<file path="src/rtl/mp64_extmem_arb.sv">
// mp64_extmem_arb -- four-requester round-robin arbiter in front of a single
// external-memory CPU port.
//
// Optional feature macro: MP64_ARB_TIMEOUT_EN
//   When defined, a watchdog counts BUSY cycles. After TIMEOUT_CYCLES without
//   m_ack the granted requester receives err_o and ack_o together, and the
//   arbiter parks in DRAIN to swallow one late m_ack before releasing the port.
//   When undefined, there is no counter and no DRAIN state, err_o is tied to 0,
//   and BUSY waits for m_ack indefinitely.
//
// Ports
//   clk      : sole clock, rising edge
//   rst_n    : synchronous active-low reset
//   req_i    : per-requester level request
//   addr_i   : 4x64 byte addresses, requester k at [k*64 +: 64]
//   wdata_i  : 4x64 write data, same packing
//   wen_i    : per-requester write enable
//   size_i   : 4x2 access size, requester k at [k*2 +: 2]
//   rdata_o  : registered read data shared by all requesters
//   ack_o    : one-cycle completion pulse for the granted requester
//   err_o    : one-cycle timeout pulse for the granted requester
//   m_req    : request to the downstream port (BUSY and no m_ack this cycle)
//   m_addr, m_wdata, m_wen, m_size : payload latched on the grant edge
//   m_rdata  : downstream read data
//   m_ack    : downstream one-cycle completion pulse
module mp64_extmem_arb #(
  parameter int unsigned TIMEOUT_CYCLES = 255
) (
  input  logic         clk,
  input  logic         rst_n,
  input  logic [3:0]   req_i,
  input  logic [255:0] addr_i,
  input  logic [255:0] wdata_i,
  input  logic [3:0]   wen_i,
  input  logic [7:0]   size_i,
  output logic [63:0]  rdata_o,
  output logic [3:0]   ack_o,
  output logic [3:0]   err_o,
  output logic         m_req,
  output logic [63:0]  m_addr,
  output logic [63:0]  m_wdata,
  output logic         m_wen,
  output logic [1:0]   m_size,
  input  logic [63:0]  m_rdata,
  input  logic         m_ack
);

  typedef enum logic [1:0] {
    ST_IDLE    = 2'd0,
    ST_BUSY    = 2'd1,
    ST_RELEASE = 2'd2
`ifdef MP64_ARB_TIMEOUT_EN
    , ST_DRAIN = 2'd3
`endif
  } state_t;

  state_t      state_q, state_d;
  logic [1:0]  rr_ptr_q, rr_ptr_d;
  logic [1:0]  gnt_idx_q, gnt_idx_d;
  logic [3:0]  ack_q, ack_d;
  logic [63:0] rdata_q, rdata_d;
  logic [63:0] m_addr_q, m_addr_d;
  logic [63:0] m_wdata_q, m_wdata_d;
  logic        m_wen_q, m_wen_d;
  logic [1:0]  m_size_q, m_size_d;
  logic [2:0]  pick_s;
  logic [3:0]  gnt_onehot_s;

`ifdef MP64_ARB_TIMEOUT_EN
  // Counter only has to hold 0 .. TIMEOUT_CYCLES-1.
  localparam int CNT_W = (TIMEOUT_CYCLES > 1) ? $clog2(TIMEOUT_CYCLES) : 1;
  localparam logic [CNT_W-1:0] CNT_LAST = CNT_W'(TIMEOUT_CYCLES - 1);
  logic [CNT_W-1:0] cnt_q, cnt_d;
  logic [3:0]       err_q, err_d;
`endif

  // Returns {valid, index} of the first set request at or above ptr, wrapping 3->0.
  // The loop runs from the farthest offset down so the nearest hit wins.
  function automatic logic [2:0] rr_pick(input logic [3:0] req, input logic [1:0] ptr);
    logic [2:0] res;
    logic [1:0] idx;
    res = 3'b000;
    for (int i = 3; i >= 0; i--) begin
      idx = ptr + 2'(i);
      if (req[idx]) begin
        res = {1'b1, idx};
      end else begin
        res = res;
      end
    end
    return res;
  endfunction

  // Arbitration choice and one-hot of the current grant.
  always_comb begin
    pick_s       = rr_pick(req_i, rr_ptr_q);
    gnt_onehot_s = 4'b0001 << gnt_idx_q;
  end

  // Next-state and next-output logic for the transaction FSM.
  always_comb begin
    state_d   = state_q;
    rr_ptr_d  = rr_ptr_q;
    gnt_idx_d = gnt_idx_q;
    ack_d     = 4'b0000;
    rdata_d   = rdata_q;
    m_addr_d  = m_addr_q;
    m_wdata_d = m_wdata_q;
    m_wen_d   = m_wen_q;
    m_size_d  = m_size_q;
`ifdef MP64_ARB_TIMEOUT_EN
    cnt_d     = cnt_q;
    err_d     = 4'b0000;
`endif
    case (state_q)
      ST_IDLE: begin
        if (pick_s[2]) begin
          gnt_idx_d = pick_s[1:0];
          rr_ptr_d  = pick_s[1:0] + 2'd1;
          m_addr_d  = addr_i[{pick_s[1:0], 6'd0} +: 64];
          m_wdata_d = wdata_i[{pick_s[1:0], 6'd0} +: 64];
          m_wen_d   = wen_i[pick_s[1:0]];
          m_size_d  = size_i[{pick_s[1:0], 1'b0} +: 2];
          state_d   = ST_BUSY;
`ifdef MP64_ARB_TIMEOUT_EN
          cnt_d     = '0;
`endif
        end else begin
          state_d = ST_IDLE;
        end
      end
      ST_BUSY: begin
        if (m_ack) begin
          rdata_d = m_rdata;
          ack_d   = gnt_onehot_s;
          state_d = ST_RELEASE;
        end else begin
`ifdef MP64_ARB_TIMEOUT_EN
          // The compare hits during the TIMEOUT_CYCLES-th BUSY cycle.
          if (cnt_q == CNT_LAST) begin
            err_d   = gnt_onehot_s;
            ack_d   = gnt_onehot_s;
            cnt_d   = '0;
            state_d = ST_DRAIN;
          end else begin
            cnt_d = cnt_q + CNT_W'(1);
          end
`else
          state_d = ST_BUSY;
`endif
        end
      end
      ST_RELEASE: begin
        // One dead cycle lets a requester drop req_i before the next arbitration.
        state_d = ST_IDLE;
      end
`ifdef MP64_ARB_TIMEOUT_EN
      ST_DRAIN: begin
        // A late m_ack belongs to the abandoned access: discard its data.
        if (m_ack) begin
          state_d = ST_RELEASE;
        end else if (cnt_q == CNT_LAST) begin
          state_d = ST_RELEASE;
        end else begin
          cnt_d = cnt_q + CNT_W'(1);
        end
      end
`endif
      default: begin
        state_d = ST_IDLE;
      end
    endcase
  end

  // State and output registers with synchronous active-low reset.
  always_ff @(posedge clk) begin
    if (!rst_n) begin
      state_q   <= ST_IDLE;
      rr_ptr_q  <= 2'd0;
      gnt_idx_q <= 2'd0;
      ack_q     <= 4'b0000;
      rdata_q   <= 64'd0;
      m_addr_q  <= 64'd0;
      m_wdata_q <= 64'd0;
      m_wen_q   <= 1'b0;
      m_size_q  <= 2'd0;
`ifdef MP64_ARB_TIMEOUT_EN
      cnt_q     <= '0;
      err_q     <= 4'b0000;
`endif
    end else begin
      state_q   <= state_d;
      rr_ptr_q  <= rr_ptr_d;
      gnt_idx_q <= gnt_idx_d;
      ack_q     <= ack_d;
      rdata_q   <= rdata_d;
      m_addr_q  <= m_addr_d;
      m_wdata_q <= m_wdata_d;
      m_wen_q   <= m_wen_d;
      m_size_q  <= m_size_d;
`ifdef MP64_ARB_TIMEOUT_EN
      cnt_q     <= cnt_d;
      err_q     <= err_d;
`endif
    end
  end

  // Request is withdrawn in the ack cycle so the controller never sees a re-issue.
  assign m_req   = (state_q == ST_BUSY) && !m_ack;
  assign ack_o   = ack_q;
  assign rdata_o = rdata_q;
  assign m_addr  = m_addr_q;
  assign m_wdata = m_wdata_q;
  assign m_wen   = m_wen_q;
  assign m_size  = m_size_q;
`ifdef MP64_ARB_TIMEOUT_EN
  assign err_o   = err_q;
`else
  assign err_o   = 4'b0000;
`endif

endmodule

</file>
<file path="config.mk">
export PLATFORM = sky130hd
export DESIGN_NAME = mp64_extmem_arb
export DESIGN_NICKNAME = d
export VERILOG_FILES = /design/src/rtl/mp64_extmem_arb.sv
export SDC_FILE = /design/constraint.sdc
export NUM_CORES = 1
export LEC_CHECK = 0
export BUFFER_PORTS_ARGS = -buffer_cell sky130_fd_sc_hd__buf_2
export CORE_AREA = 4 4 308 310
export CTS_CLUSTER_DIAMETER = 30
export DETAILED_ROUTE_END_ITERATION = 10
export DIE_AREA = 0 0 312 314
export PLACE_DENSITY_LB_ADDON = 0.1
export SLEW_MARGIN = 0
export SYNTH_ARGS = -nofsm -noshare
export SYNTH_HDL_FRONTEND = slang
export SYNTH_SLANG_ARGS = --single-unit
export TNS_END_PERCENT = 20
</file>
<file path="constraint.sdc">
create_clock -name clk -period 5.1 [get_ports clk]
set_input_delay 0.51 -clock clk [delete_from_list [all_inputs] [get_ports clk]]
set_output_delay 0.51 -clock clk [all_outputs]
set_load 0.02 [all_outputs]
</file>
* Word-level counts from Yosys, hierarchy flattened
Cells that the tools add are included.
** Cells by class
- Equality and inequality tests :: 1
- Add/sub/neg operators :: 4
- Reductions and logical operators :: 6
- Order comparisons :: 5
- Mux-type cells :: 17
- Shifts and indexed selects :: 4
** Operators with widths (count)
- $shiftx 256x9->64 :: 2
- $lt 2x3->1 const B :: 5
- $mux 3 :: 4
- $bmux 1 s2 :: 5
- $shiftx 8x4->2 :: 1
- $mux 1 :: 6
- $add 2x1->2 const B :: 2
- $add 2x2->2 const B :: 2
- $pmux 2 s2 :: 1
- $reduce_and 2->1 :: 2
- $shl 1x2->4 const A :: 1
- $reduce_and 3->1 :: 1
- $eq 2x1->1 const B :: 1
- $logic_not 2->1 :: 1
- $mux 2 :: 1
- $logic_and 1x1->1 :: 1
- $logic_not 1->1 :: 1
** Word-level totals
- Output and inout port bits :: 204
- Input port bits :: 595
- Bits in registers :: 205

* Longest topological paths before layout
Gate-level depths: netlist of the first run.
- Word-level depth :: 9
- Mapped depth :: 8

* Worst setup path before layout of the first run
No wires, ideal clock.
- Path type :: in2reg
- From :: in req_i[1]
- To :: reg m_addr_q[0], in the netlist m_addr[0]
- Slack :: 3.215 ns
- Data arrival time :: 1.752 ns
- Stages :: 8
- Path buffers :: 3
- Cells stage by stage :: nor2_1 > a311oi_4 > nor2b_1 > clkbuf_1 > buf_4 > buf_2 > nand2_1 > o221ai_1
** On the way
- Word-level cells in the longest chain between the ends :: 7
- Elaborated cells on any way between the ends :: 14
- Those cells by class :: shift (1); mux (12); reduce/logical (1)
** Ends and longest elaborated chain
- start: declaration :: line 31 : input logic [3:0] req_i,
- $bmux 1 s2 :: line 85 : if (req[idx]) begin
- $mux 1 (not written as such) :: line 85
- $mux 3 (3 in series) :: line 85
- $mux 3 * :: line 85
- $shiftx 256x9->64 or $reduce_and 2->1 (tied branches)
- end signal: assignment :: line 197 : m_addr_q <= m_addr_d;
- end: declaration :: line 62 : logic [63:0] m_addr_q, m_addr_d;
Every way passes the cells marked *; elsewhere a longest branch is shown, timed or not. The select of a mux whose other input is x is not followed.
A chain may end at the register's enable or synchronous reset.

* Final worst setup path of the first run
- From :: reg state_q[1]
- To :: reg m_addr_q[45], in the netlist m_addr[45]
** On the way
- Word-level cells in the longest chain between the ends :: 2
** Ends and longest elaborated chain
- start: declaration :: line 57 : state_t state_q, state_d;
- start signal: assignment :: line 192 : state_q <= state_d;
- $logic_not 2->1 :: line 115 : case (state_q)
- $reduce_and 2->1 (no line)
No other way between the ends.

==> reports/metrics.yaml, run 1 <==
finClkSkew_ps: 22.21
r2r_cells: 4
antenna_found_initial: 11
clkPwrFrac: 0.547
pwr-share-comb: 0.220
cts_root_buf: "clkbuf_16"
fin_crit_ps: 2900
synth_top_area_cell: "dfxtp_1"
hold_violations: 0
ys_seq_area_frac: 0.4054
yosys_warnings: 0
finalSetupViolCount: 0
wl_um: 59090
fin_setup_tns_ps: 0
cts_hold_buf: 0
fin_util: 0.1974
area_delta_synth_final_pct: 78.73
start_util: 0.1104
start_kind: "flip-flop"
htreeDepth: 3
chipHeight_um: 314
vias: 11400
routedWlPerCell_um: 18.92
netlist-cell-type-count: 29
ant_nets: 0
worstPathRequired_ps: 5600
viasPerCell: 3.650
ys_top_cells_by_count: "264 x mux2i_1, 260 x nand2_1, 205 x dfxtp_1"
num_rows: 111
critPathKind: "flip-flop to flip-flop"
cp.arrival_ps: 3400
die-area_um2: 97970
gp_routability_congestion: 0.8723
ys.flop_type: "dfxtp_1"
setup_ws_ps: 2200
p_leak_nw: 8.474
die_x_um: 312
synth_most_common_cell: "mux2i_1"
cap_violations: 0
hold_class: "input port to flip-flop"
netlist_instances: 1058
ios: 799
grt-ovfl-total: 0
synth_top_cells_by_area: "dfxtp_1 41%, mux2i_1 26%, o221ai_1 11%"
cts_resized: 0
min_to: "rdata_o[0]$_SDFFE_PN0P_"
min_path_cells: 3
report.final.slew_viol_count: 0
cts_sinks: 205
swShare: 0.3039
rrSetupSlack_ps: 2200
cts.path.max_buffers: 3
synth-edff-count: 0
synth_area_um2: 10120
layout.cells.non_filler: 3123
powerDensity_nw_per_um2: 468.0
endpoint_kind: "flip-flop"
tightest_slew_ps: 996.9
layout-drive-gt1-share: 0.4948
fillerInstances: 10270
grt_usage: 0.1122
cts_tree: "yes"
cts_buffers: 83
postSynth.asyncResetShare: 0
min_from: "m_rdata[0]"
dr.pass1.iters: 4
clk_pin_slew_ps: 40
status: "complete, no violations"
r2r-end: "m_addr[45]$_SDFFE_PN0P_"
hpwl_um: 46260
clock_latency_ps: 610
fin_crit_sh: 0.5685
cts_setup_buffers: 0
grt_pass1_wl_um: 81860
first_global_vias: 12200
cp_max_fo: 71
core-area_um2: 91660
p_sw_mw: 2.573
io_buffers: 794
nNetsFinal: 2461
internal-power_mw: 5.895
seq_power_share: 0.233
postSynthAreaPerCell_um2: 9.568
ys_ff_latch: 205
fmax_mhz: 344.9
timing.rr.start: "state_q[1]$_SDFF_PN0_"
synth_top_area_share: 0.4054
place_inst: 2967
max-slew-margin-rel: 0.3354
drt_iter0_markers: 410
place_ws_ps: 1806
remaining_drc_errors: 0
rsz0062_at_grt: "false"
ir_drop_mv: 0.2068
grt_max_degree: 75
==> metrics by stage <==
| stage | hold WS, ps | total power, mW | cell area (um2) |
|---|---|---|---|
| final | 159.1 | 8.468 | 18090 |
| after global routing | 128.7 | 8.887 | 18090 |
| after CTS | 106.2 | 8.671 | 18070 |
| after detailed placement | 441.2 | 3.915 | 15440 |
| after global placement | 438.3 | 3.924 | 15440 |
| after floorplan | 446.8 | 3.069 | 10130 |
==> worst max-delay path by stage <==
stage                             start                 endpoint  slack (ps)  cells after the start
2_1_floorplan                  req_i[1]   m_addr[0]$_SDFFE_PN0P_        3210                      8
3_3_place_gp                   req_i[1]  m_addr[46]$_SDFFE_PN0P_        1830                      6
3_5_place_dp                   req_i[1]  m_addr[54]$_SDFFE_PN0P_        1810                      6
4_1_cts        rr_ptr_q[0]$_SDFFE_PN0P_  m_addr[46]$_SDFFE_PN0P_        2190                      6
5_1_grt        rr_ptr_q[0]$_SDFFE_PN0P_  m_addr[48]$_SDFFE_PN0P_        2000                      6
6_report          state_q[1]$_SDFF_PN0_  m_addr[45]$_SDFFE_PN0P_        2200                      4
==> cells by family after synthesis <==
kind of cell              share of synthesized area
and+or+nand+nor                              0.1074
buffers and inverters                       0.04869
other                                     0.0003704
muxes                                        0.2610
xor gates and xnor gates                  0.0008653
DFF                                          0.4054
AOI/OAI and AO/OA                            0.1762
==> critical path, cell delays in order (launching register included) <==
cell and delay, ps:
dfxtp_1 390, a311oi_4 630, nand3_4 750, buf_12 530
o221ai_1 260
==> cell usage in the layout, fill, tap and decap left out, types with 3 or more instances in the layout <==
cell         n
buf_4       16
nor3b_1      4
buf_12       8
a21oi_1      4
o221ai_1   122
buf_2      794
clkbuf_8    14
conb_1       4
inv_16       3
inv_1        6
o21ai_0      3
clkbuf_1    28
clkbuf_16   84
a21boi_0    64
diode_2      9
mux2i_1    264
clkinv_2    13
dfxtp_1    205
o221ai_2    10
nand2_1    260
==> per-layer routing <==
| metal | track usage | up-vias | wire [um] |
|---|---|---|---|
| li1 | - | 5539 | - |
| met3 | 0.03515 | 91 | 4235 |
| met1 | 0.1084 | 5287 | 20230 |
| met4 | 0.03897 | 2 | 1491 |
| met5 | 0 | - | 7 |
| met2 | 0.2224 | 481 | 33120 |
==> state kept, by name, indices dropped and copies added (netlist names) <==
signal / flops
m_wdata: 64
ack_o: 4
rdata_o: 64
m_addr: 64
state_q: 2
m_size: 2
m_wen: 1
rr_ptr_q: 2
gnt_idx_q: 2
==> area by class of cell <==
cell class / count / area [um2] / share of cell area
Clock buffer: 126 / 2400 / 0.1326
Tap cell: 1186 / 1484 / 0.08201
Sequential cell: 205 / 4104 / 0.2268
Clock inverter: 21 / 232.7 / 0.01286
Antenna cell: 9 / 22.52 / 0.001245
Multi-Input combinational cell: 752 / 5574 / 0.3081
Inverter: 6 / 22.52 / 0.001245
Timing Repair Buffer: 818 / 4254 / 0.2351
==> power by group through the flow <==
| stage | sequential (mW) | combinational, mW | clock (mW) |
|---|---|---|---|
| after global routing | 2.00 | 2.01 | 4.87 |
| final | 1.97 | 1.87 | 4.63 |
| after global placement | 2.00 | 1.93 | 0 |
| after detailed placement | 1.99 | 1.92 | 0 |
| after CTS | 1.97 | 1.92 | 4.77 |
| after floorplan | 2.26 | 0.806 | 0 |
Power figures use the tool's default switching activity.
==> run 2, diff against run 1 <==
--- a/config.mk
+++ b/config.mk
@@ -5,11 +5,12 @@
 export SDC_FILE = /design/constraint.sdc
 export NUM_CORES = 1
 export LEC_CHECK = 0
+export ABC_AREA = 1
 export BUFFER_PORTS_ARGS = -buffer_cell sky130_fd_sc_hd__buf_2
-export CORE_AREA = 4 4 308 310
+export CORE_AREA = 4 4 311 313
 export CTS_CLUSTER_DIAMETER = 30
 export DETAILED_ROUTE_END_ITERATION = 10
-export DIE_AREA = 0 0 312 314
+export DIE_AREA = 0 0 315 317
 export PLACE_DENSITY_LB_ADDON = 0.1
 export SLEW_MARGIN = 0
 export SYNTH_ARGS = -nofsm -noshare
==> constraint.sdc (replaced) <==
create_clock -name clk -period 2.3 [get_ports clk]
set_input_delay 0.23 -clock clk [delete_from_list [all_inputs] [get_ports clk]]
set_output_delay 0.23 -clock clk [all_outputs]
set_load 0.02 [all_outputs]
==> reports/metrics.yaml, run 2 <==
start_kind: "flip-flop"
synth_most_common_cell: "nand3_1"
synth_xor_area_frac: 0.0007613  # -0.0001039
antenna_found_initial: 15  # +4
nNetsFinal: 3679  # +49%
num_rows: 113  # +1.8%
wl_um: 82860  # +40%
ios: 799  # unchanged
endpoint_kind: "flip-flop"
synth_top_area_cell: "dfxtp_1"
tightest_slew_ps: 648.7  # -348.3 ps
rsz0062_at_grt: "true"
ys_seq_area_frac: 0.3567  # -0.04867
ant_nets: 0  # unchanged
ys.flop_type: "dfxtp_1"
ys_top_cells_by_count: "532 x nand3_1, 420 x nand2_1, 205 x dfxtp_1"
synth_area_um2: 11500  # +14%
fmax_mhz: 454.7  # +32%
remaining_drc_errors: 0  # unchanged
start_util: 0.1220  # +0.01155
drt_iter0_markers: 855  # +110%
cts_buffers: 84  # +1.2%
worstPathRequired_ps: 2790  # -2810 ps
dr.pass1.iters: 5  # +1
max-slew-margin-rel: 0.5676  # +0.2322
layout_commonest_cell: "buf_2"
viasPerCell: 4.068  # +11%
crit_buf_inv: 3  # +2
clk_pin_slew_ps: 40  # about the same
htreeDepth: 3  # unchanged
synth-compound-area-share: 0.1468  # -0.02943
cts_root_buf: "clkbuf_16"
clock_latency_ps: 620  # about the same
layout-drive-gt1-share: 0.3379  # -0.1569
synth_top_area_share: 0.3567  # -0.04867
fin_crit_sh: 0.9562  # +0.3876
grt_pass1_wl_um: 117400  # +43%
synth_simple_gate_area_frac: 0.4149  # +0.3075
critical_path.top_delay_family: "simple AND/OR/NAND/NOR gates"
ys_ff_latch: 205  # unchanged
cts_sinks: 205  # unchanged
netlist_instances: 1840  # +74%
vias: 18000  # +58%
cp.arrival_ps: 2690  # -710 ps
yosys_warnings: 0  # unchanged
first_global_vias: 18890  # +55%
p_leak_nw: 12.33  # +45%
hold_violations: 0  # unchanged
finClkSkew_ps: 15.25  # -6.964 ps
synth_top_family_by_area: "simple AND/OR/NAND/NOR gates"
max_stage_delay_ps: 360  # -390 ps
synthAdderAreaFrac: 0  # unchanged
cts_tree: "yes"
setup_ws_ps: 100.8  # -2100 ps
netlist-cell-type-count: 18  # -38%
gp_routability_congestion: 0.9207  # +5.5%
cts.path.max_buffers: 3  # unchanged
io_buffers: 794  # unchanged
synth_top_cells_by_area: "dfxtp_1 36%, nand3_1 23%, nand2_1 14%"
place_ws_ps: -9.038  # -1815 ps
grt-ovfl-total: 0  # unchanged
finalSetupViolCount: 0  # unchanged
grt_max_degree: 65  # -13%
status: "complete, no violations"
whs_ps: 41.55  # -117.6 ps
die_x_um: 315  # +0.96%
fin_crit_ps: 2199  # -700.3 ps
cp_max_fo: 15  # -79%
slowest_stage: "dfxtp_4"
final_cell_mix: "793 x buf_2, 529 x nand3_1, 434 x dlygate4sd3_1"
fillerInstances: 10510  # +2.3%
powerDensity_nw_per_um2: 1565  # +230%
synth-edff-count: 0  # unchanged
ir_drop_mv: 0.7080  # +240%
cp_cell_sequence: "buf_4 > xnor2_1 > nand2_1 > nand3_2 > nand2_2 > nand2_4 > nand2_8 > clkbuf_16 > buf_12 > nand2_1 > nand3_1 > nand2_1 > a21oi_2"
cp_common_cell: "nand2_1"
area_delta_synth_final_pct: 119.7
postSynth.asyncResetShare: 0  # unchanged
hpwl_um: 61730  # +33%
postSynthAreaPerCell_um2: 6.253  # -35%
routedWlPerCell_um: 18.72  # -1.1%
fin_setup_tns_ps: 0  # unchanged
hold_class: "input port to flip-flop"
cap_violations: 0  # unchanged
grt_usage: 0.1555  # +0.04336
critPathKind: "flip-flop to flip-flop"
report.final.slew_viol_count: 0  # unchanged
core-area_um2: 94300  # +2.9%
die-area_um2: 99860  # +1.9%
chipHeight_um: 317  # +0.96%
synthMuxAreaShare: 0  # -0.2610
-- run 2: cell types whose count changed in the layout (fill, tap and decap cells not counted), sizes merged, moves of 139 or more --
cell         change
nand3          +531
dlygate4sd3    +434
mux2i          -264
o21ai          +196
nand2          +160
nor2           +139
-- run 2: cell type report --
cell class / instances / area (um2) / share of cell area
clock inverters: 39 / 585.6 / 0.02316
multi-input cells: 1435 / 6574 / 0.2600
repair buffers: 1340 / 9946 / 0.3934
flip-flops and latches: 205 / 4108 / 0.1625
diodes: 12 / 30.03 / 0.001188
inverters: 18 / 67.56 / 0.002673
well taps: 1265 / 1583 / 0.06261
clock buffers: 112 / 2387 / 0.09443
-- run 2: cells by family after synthesis --
family	count (synthesis)
flops	205
buf+inv	203
compound gates	336
simple gates	1094
xor+xnor	1
other cells	1
-- run 2: metrics by stage --
stage | power (mW) | cells | utilization | instance area [um2]
finish | 39.57 | 4426 | 0.2681 | 25280
global route | 42.70 | 4423 | 0.2680 | 25270
CTS | 39.56 | 4406 | 0.2652 | 25010
detailed placement | 26.77 | 3820 | 0.1870 | 17640
global placement | 26.79 | 3820 | 0.1870 | 17640
floorplan | 17.34 | 1843 | - | 11520
-- run 2: worst paths after layout --
path | start | end | slack [ps] | cells after the start
max | rr_ptr_q[0]$_SDFFE_PN0P_ | m_wdata[23]$_SDFFE_PN0P_ | 100 | 13
min | addr_i[91] | m_addr[27]$_SDFFE_PN0P_ | 40 | 5
max reg2reg | rr_ptr_q[0]$_SDFFE_PN0P_ | m_wdata[23]$_SDFFE_PN0P_ | 100 | 13
min reg2reg | gnt_idx_q[0]$_SDFFE_PN0P_ | ack_o[0]$_SDFF_PP0_ | 500 | 1
-- run 2: layer usage --
metal	part of all wire	global-route usage	vias to the layer above
met5	0.00070	0	-
met4	0.032	0.06515	10
met3	0.070	0.03858	150
met2	0.51	0.2825	705
met1	0.39	0.1726	8355
li1	-	-	8784
-- run 2: worst register-to-register path, cell delays in order, from the launching register on --
cell	delay, ps
dfxtp_4	360
buf_4	150
xnor2_1	170
nand2_1	130
nand3_2	140
nand2_2	70
nand2_4	190
nand2_8	110
clkbuf_16	200
buf_12	160
nand2_1	70
nand3_1	70
nand2_1	200
a21oi_2	80
-- run 2: what timing repair did --
action,4_1_cts,5_1_grt
buffers inserted,0,3
pin swaps,0,2
resized for setup,3,17
endpoints found under the setup margin,2,64
endpoints found under the hold margin,192,0
cloned,1,5
hold buffers,434,0
-- run 2: power by group --
group | internal, mW | switching [mW] | leakage [nW]
logic | 8.69 | 13.9 | 9.15
clock network | 8.51 | 3.14 | 1.47
registers | 4.77 | 0.578 | 1.70
total | 22.0 | 17.6 | 12.3
